## src/rtl/ecb_stream_ctrl.sv

```systemverilog
// Message sequencer around the bitwise ECB XOR datapath. The key phase is
// carried across words so the keystream runs bit-continuously over a message.

module ecb_xor_datapath #(
    parameter int BLOCK_SIZE = 8,
    parameter int SYNC_SIZE  = 4
) (
    input  logic [BLOCK_SIZE-1:0] key,
    input  logic [SYNC_SIZE-1:0]  data,
    output logic [SYNC_SIZE-1:0]  result
);

    // Bit i is XORed with key bit i mod BLOCK_SIZE; the key arrives pre-rotated.
    always_comb begin
        result = {SYNC_SIZE{1'b0}};
        for (int i = 0; i < SYNC_SIZE; i++) begin
            result[i] = data[i] ^ key[i % BLOCK_SIZE];
        end
    end

endmodule

module ecb_stream_ctrl #(
    parameter int BLOCK_SIZE = 8,
    parameter int SYNC_SIZE  = 4,
    parameter int MAX_WORDS  = 16,
    localparam int LW = $clog2(MAX_WORDS + 1),
    localparam int PW = (BLOCK_SIZE > 1) ? $clog2(BLOCK_SIZE) : 1
) (
    input  logic                  clk,
    input  logic                  rst,
    input  logic [BLOCK_SIZE-1:0] key_in,
    input  logic                  key_load,
    input  logic [LW-1:0]         len_in,
    input  logic                  start,
    input  logic                  abort,
    input  logic                  in_valid,
    output logic                  in_ready,
    input  logic [SYNC_SIZE-1:0]  in_data,
    output logic                  out_valid,
    input  logic                  out_ready,
    output logic [SYNC_SIZE-1:0]  out_data,
    output logic                  busy,
    output logic                  key_valid,
    output logic                  done,
    output logic [PW-1:0]         key_phase
);

    localparam int            STEP    = SYNC_SIZE % BLOCK_SIZE;
    localparam logic [PW:0]   STEP_W  = (PW + 1)'(STEP);
    localparam logic [PW:0]   BS_W    = (PW + 1)'(BLOCK_SIZE);
    localparam logic [LW-1:0] MAX_LEN = LW'(MAX_WORDS);
    localparam logic [LW-1:0] ONE_W   = LW'(32'd1);
    localparam logic [LW-1:0] ZERO_W  = LW'(32'd0);

    typedef enum logic [1:0] {
        ST_IDLE  = 2'd0,
        ST_READY = 2'd1,
        ST_RUN   = 2'd2
    } state_t;

    state_t                state_r;
    logic [BLOCK_SIZE-1:0] key_r;
    logic [LW-1:0]         rem_in_r;
    logic [LW-1:0]         rem_out_r;
    logic [BLOCK_SIZE-1:0] rot_key_s;
    logic [SYNC_SIZE-1:0]  ct_s;
    logic [PW:0]           phase_sum_s;
    logic [PW:0]           phase_wrap_s;
    logic [PW-1:0]         phase_next_s;
    logic [LW-1:0]         len_clamp_s;
    logic                  in_fire_s;
    logic                  out_fire_s;

    assign in_ready   = (state_r == ST_RUN) && (rem_in_r != ZERO_W) && (!out_valid || out_ready);
    assign in_fire_s  = in_valid && in_ready;
    assign out_fire_s = out_valid && out_ready;

    // Doubling the key turns the rotation by the phase into a plain right shift.
    always_comb begin
        rot_key_s = BLOCK_SIZE'({key_r, key_r} >> key_phase);
    end

    // Phase advance: one add and at most one subtract, since both terms are below BLOCK_SIZE.
    always_comb begin
        phase_sum_s = {1'b0, key_phase} + STEP_W;
        if (phase_sum_s >= BS_W) begin
            phase_wrap_s = phase_sum_s - BS_W;
        end else begin
            phase_wrap_s = phase_sum_s;
        end
        phase_next_s = PW'(phase_wrap_s);
    end

    // Requested length saturates at the message capacity.
    always_comb begin
        if (len_in > MAX_LEN) begin
            len_clamp_s = MAX_LEN;
        end else begin
            len_clamp_s = len_in;
        end
    end

    ecb_xor_datapath #(
        .BLOCK_SIZE(BLOCK_SIZE),
        .SYNC_SIZE (SYNC_SIZE)
    ) u_datapath (
        .key   (rot_key_s),
        .data  (in_data),
        .result(ct_s)
    );

    // Control FSM with registered data, status and word counters.
    always_ff @(posedge clk or posedge rst) begin
        if (rst) begin
            state_r   <= ST_IDLE;
            key_r     <= {BLOCK_SIZE{1'b0}};
            key_valid <= 1'b0;
            key_phase <= {PW{1'b0}};
            out_valid <= 1'b0;
            out_data  <= {SYNC_SIZE{1'b0}};
            busy      <= 1'b0;
            done      <= 1'b0;
            rem_in_r  <= ZERO_W;
            rem_out_r <= ZERO_W;
        end else begin
            done <= 1'b0;
            case (state_r)
                ST_IDLE: begin
                    if (key_load) begin
                        key_r     <= key_in;
                        key_valid <= 1'b1;
                        state_r   <= ST_READY;
                    end
                end
                ST_READY: begin
                    if (key_load) begin
                        key_r     <= key_in;
                        key_valid <= 1'b1;
                    end
                    if (start) begin
                        if (len_clamp_s == ZERO_W) begin
                            done <= 1'b1;
                        end else begin
                            state_r   <= ST_RUN;
                            busy      <= 1'b1;
                            rem_in_r  <= len_clamp_s;
                            rem_out_r <= len_clamp_s;
                            key_phase <= {PW{1'b0}};
                        end
                    end
                end
                ST_RUN: begin
                    if (abort) begin
                        state_r   <= ST_READY;
                        busy      <= 1'b0;
                        out_valid <= 1'b0;
                        key_phase <= {PW{1'b0}};
                        rem_in_r  <= ZERO_W;
                        rem_out_r <= ZERO_W;
                    end else begin
                        // A new word overrides the clear from a same-cycle output handshake.
                        if (in_fire_s) begin
                            out_data  <= ct_s;
                            out_valid <= 1'b1;
                            key_phase <= phase_next_s;
                            rem_in_r  <= rem_in_r - ONE_W;
                        end else if (out_fire_s) begin
                            out_valid <= 1'b0;
                        end
                        if (out_fire_s) begin
                            rem_out_r <= rem_out_r - ONE_W;
                            if (rem_out_r == ONE_W) begin
                                state_r <= ST_READY;
                                busy    <= 1'b0;
                                done    <= 1'b1;
                            end
                        end
                    end
                end
                default: begin
                    state_r   <= ST_IDLE;
                    busy      <= 1'b0;
                    out_valid <= 1'b0;
                end
            endcase
        end
    end

endmodule

```

## config.mk

```make
export PLATFORM = sky130hd
export DESIGN_NAME = ecb_stream_ctrl
export DESIGN_NICKNAME = d
export VERILOG_FILES = /design/src/rtl/ecb_stream_ctrl.sv
export SDC_FILE = /design/constraint.sdc
export NUM_CORES = 1
export LEC_CHECK = 0
export CAP_MARGIN = 10
export CORE_MARGIN = 3
export CORE_UTILIZATION = 50
export DETAILED_ROUTE_END_ITERATION = 7
export GPL_ROUTABILITY_DRIVEN = 0
export GPL_TIMING_DRIVEN = 0
export PLACE_DENSITY = 0.87
export SETUP_SLACK_MARGIN = 0.02
export SLEW_MARGIN = 20
export SYNTH_ARGS = -nofsm -noshare
export SYNTH_HDL_FRONTEND = slang
export SYNTH_SLANG_ARGS = --single-unit
```

## constraint.sdc

```tcl
create_clock -name clk -period 2.8 [get_ports clk]
set_clock_uncertainty 0.1 [all_clocks]
set_input_delay 0.28 -clock clk [delete_from_list [all_inputs] [get_ports clk]]
set_output_delay 0.28 -clock clk [all_outputs]
set_load 0.03 [all_outputs]
```

==> results.ini <==
[layout]
diodes=0
syn_to_final_growth_pct=26.7
final_cells=242
fin_util=0.681
layout.nets=229
layout-drive-gt1-share=0.197

[sta]
max_freq_mhz=382
worstMarginPinSlew_ns=0.832
finalCriticalPeriod_ns=2.62
slew_headroom=0.442
hold_viol_final=0
rsz0062_at_grt=false
final.setup.tns_ns=0
layout_setup_ws_ns=0.181
slew_violations=0
setup_viol=0
fin_crit_sh=0.935

[worst_hold_path]
hold_class=in2async

[route]
drc=0
antenna_left=0
dr.first_iter.drc_count=88
totalWireLength_um=3740
post_drt_wl_per_cell_um=15.4
vias=1369
drt_pass1_iterations=4
avgViaCountPerCell=5.66

[logic_synthesis]
ys.flop_type=dfrtp_1
synth-edff-count=0
yosys.cell_types.count=47
ys_ff_latch=29
yosysTopAreaCellShare=0.432
ys_top_cells_by_area=dfrtp_1 (43%), mux2_2 (11%), ha_1 (6.0%)
ys_warn_count=0
async_flop_share=1.00
yosys.area.top_type=dfrtp_1
avgSynthCellArea_sq_um=10.8
yosysMostFrequentCell=dfrtp_1
synth_cells=156
synth_area_sq_um=1680
synth_commonest_cells=dfrtp_1 (29), mux2_2 (16), nor2_1 (12)
synth-seq-area-share=0.432

[clock_network]
htree_levels=2
cts.reportedPaths.clkPinSlew_ns=0.11
cts_setup_buffers=0
root_buffer=clkbuf_4
cts.sinks=29
postCtsResizedCells=0
clockBufferDepth=2
cts_tree=yes
clk_latency_ns=0.33
cts_hold_buf=0
numCtsBuffers=5

[power]
p_int_mw=1.15
power.net_switching_mw=0.751
p_total_mw=1.90
p_leak_nw=0.900
peakVddDrop_mv=0.517
p_sw_frac=0.395
pwr-share-clk=0.135
p_per_area_nw_per_um2=892
pwr-share-comb=0.499
seqPwrFrac=0.366

[global_routing]
grt_pass1_vias=1407
grt_max_degree=30
antenna_found_initial=0
grt_usage=0.203
grt_pass1_wl_um=6510
grt-ovfl-total=0

[worst_setup_path]
critPathMaxFanout=4
cp-startpoint=rem_in_r[0]
endpoint_kind=output pin
worstSetupStartpointType=register
r2r_start=state_r[0]
required_ns=2.42
critPathKind=reg2out
cp_data_arrival_time_ns=2.24

[floorplanning]
die_h_um=64.0
dieArea_sq_um=4090
core_sq_um=3130
initial_utilization=0.537
io_pins=36
rows=20
die_w_um=64.0

[placement]
dp_hpwl_um=2900
dpl.cell_count=234
dp_slack_ns=0.519
place.port_buffers=33

[flow_run]
maxCapViolCount=0

[run_status]
status=finished, final reports clean

## worst max-delay path, cell delays in order (launching register included)
cell and delay [ns]:
dfrtp_1 0.42, inv_1 0.09, ha_1 0.13, or4b_4 0.47, and3_1 0.20, clkdlybuf4s50_1 0.59
## power by group through the flow
stage | clock, mW | combinational, mW | sequential [mW]
2_1_floorplan | 0 | 0.651 | 0.727
3_3_place_gp | 0 | 0.900 | 0.685
3_5_place_dp | 0 | 0.946 | 0.701
4_1_cts | 0.268 | 0.951 | 0.692
5_1_grt | 0.291 | 1.05 | 0.719
6_report | 0.257 | 0.948 | 0.695
## sequential cells by signal, summed over array words and instances, names as in the netlist
| signal | cells |
|---|---|
| state_r | 2 |
| key_phase | 1 |
| done | 1 |
| busy | 1 |
| out_valid | 1 |
| rem_out_r | 5 |
| out_data | 4 |
| rem_in_r | 5 |
| key_valid | 1 |
| key_r | 8 |
## worst paths after layout
kind | slack [ns] | end | cells after the start
min in group clk | 0.40 | key_valid | 1
worst max register to register | 0.55 | rem_in_r[2] | 9
worst min-delay path | 0.23 | key_r[0] | 2
worst max-delay path | 0.18 | in_ready | 5
max in group asynchronous | 1.96 | rem_in_r[2] | 2
worst min register to register | 0.40 | key_valid | 1
## per-stage QoR
stage,hold slack [ns],instance area [sq um]
2_1_floorplan,0.258,1680
3_3_place_gp,0.354,2070
3_5_place_dp,0.383,2070
4_1_cts,0.409,2130
5_1_grt,0.275,2130
6_report,0.231,2130
## cells by family (layout without fill, tap and decap cells)
family | after synthesis | in the layout | synth area share
AO/OA/AOI/OAI | 32 | 32 | 0.135
XOR/XNOR | 4 | 4 | 0.0208
adder cells (fa/ha/maj) | 8 | 8 | 0.0596
buffers and inverters | 16 | 57 | 0.0469
flip-flops | 29 | 29 | 0.432
multiplexers | 24 | 24 | 0.161
other | 1 | 2 | 0.00223
AND/OR/NAND/NOR | 42 | 42 | 0.143
## layout by cell type, fill, tap and decap left out, types with 2 or more instances in the layout
| cell type | netlist | layout |
|---|---|---|
| a21o_1 | 2 | 2 |
| a21oi_1 | 3 | 3 |
| a22oi_1 | 2 | 2 |
| and2_1 | 2 | 2 |
| buf_4 | 2 | 2 |
| clkbuf_2 | 2 | 2 |
| clkbuf_4 | 0 | 5 |
| clkdlybuf4s50_1 | 0 | 33 |
| clkinvlp_4 | 0 | 3 |
| conb_1 | 1 | 2 |
| dfrtp_1 | 29 | 29 |
| ha_1 | 8 | 8 |
| inv_1 | 8 | 7 |
| mux2_2 | 16 | 16 |
| mux2_4 | 2 | 2 |
| mux2i_1 | 6 | 6 |
| nand2_1 | 3 | 3 |
| nand2b_1 | 7 | 7 |
| nand3_1 | 2 | 2 |
| nor2_1 | 12 | 12 |
| nor2b_1 | 2 | 2 |
| nor3_1 | 3 | 3 |
| o21ai_0 | 10 | 10 |
| o31ai_1 | 4 | 4 |
| o41ai_1 | 2 | 2 |
| xnor2_1 | 4 | 4 |
## layer usage
layer	up-vias	global-route usage	routed length, um
met3	5	0.0422	216
met1	669	0.247	1540
li1	645	-	-
met2	50	0.357	1960
met5	-	0	0
met4	0	0.0620	24
## area by class of cell
cell class	count	area [sq um]
clock buffer	5	37.5
multi-input combinational	112	880
sequential	29	726
fill	248	998
tap	44	55.1
buffer	8	48.8
timing repair buffer	33	330
inverter	8	30.0
clock inverter	3	22.5
Power figures use the tool's default switching activity.
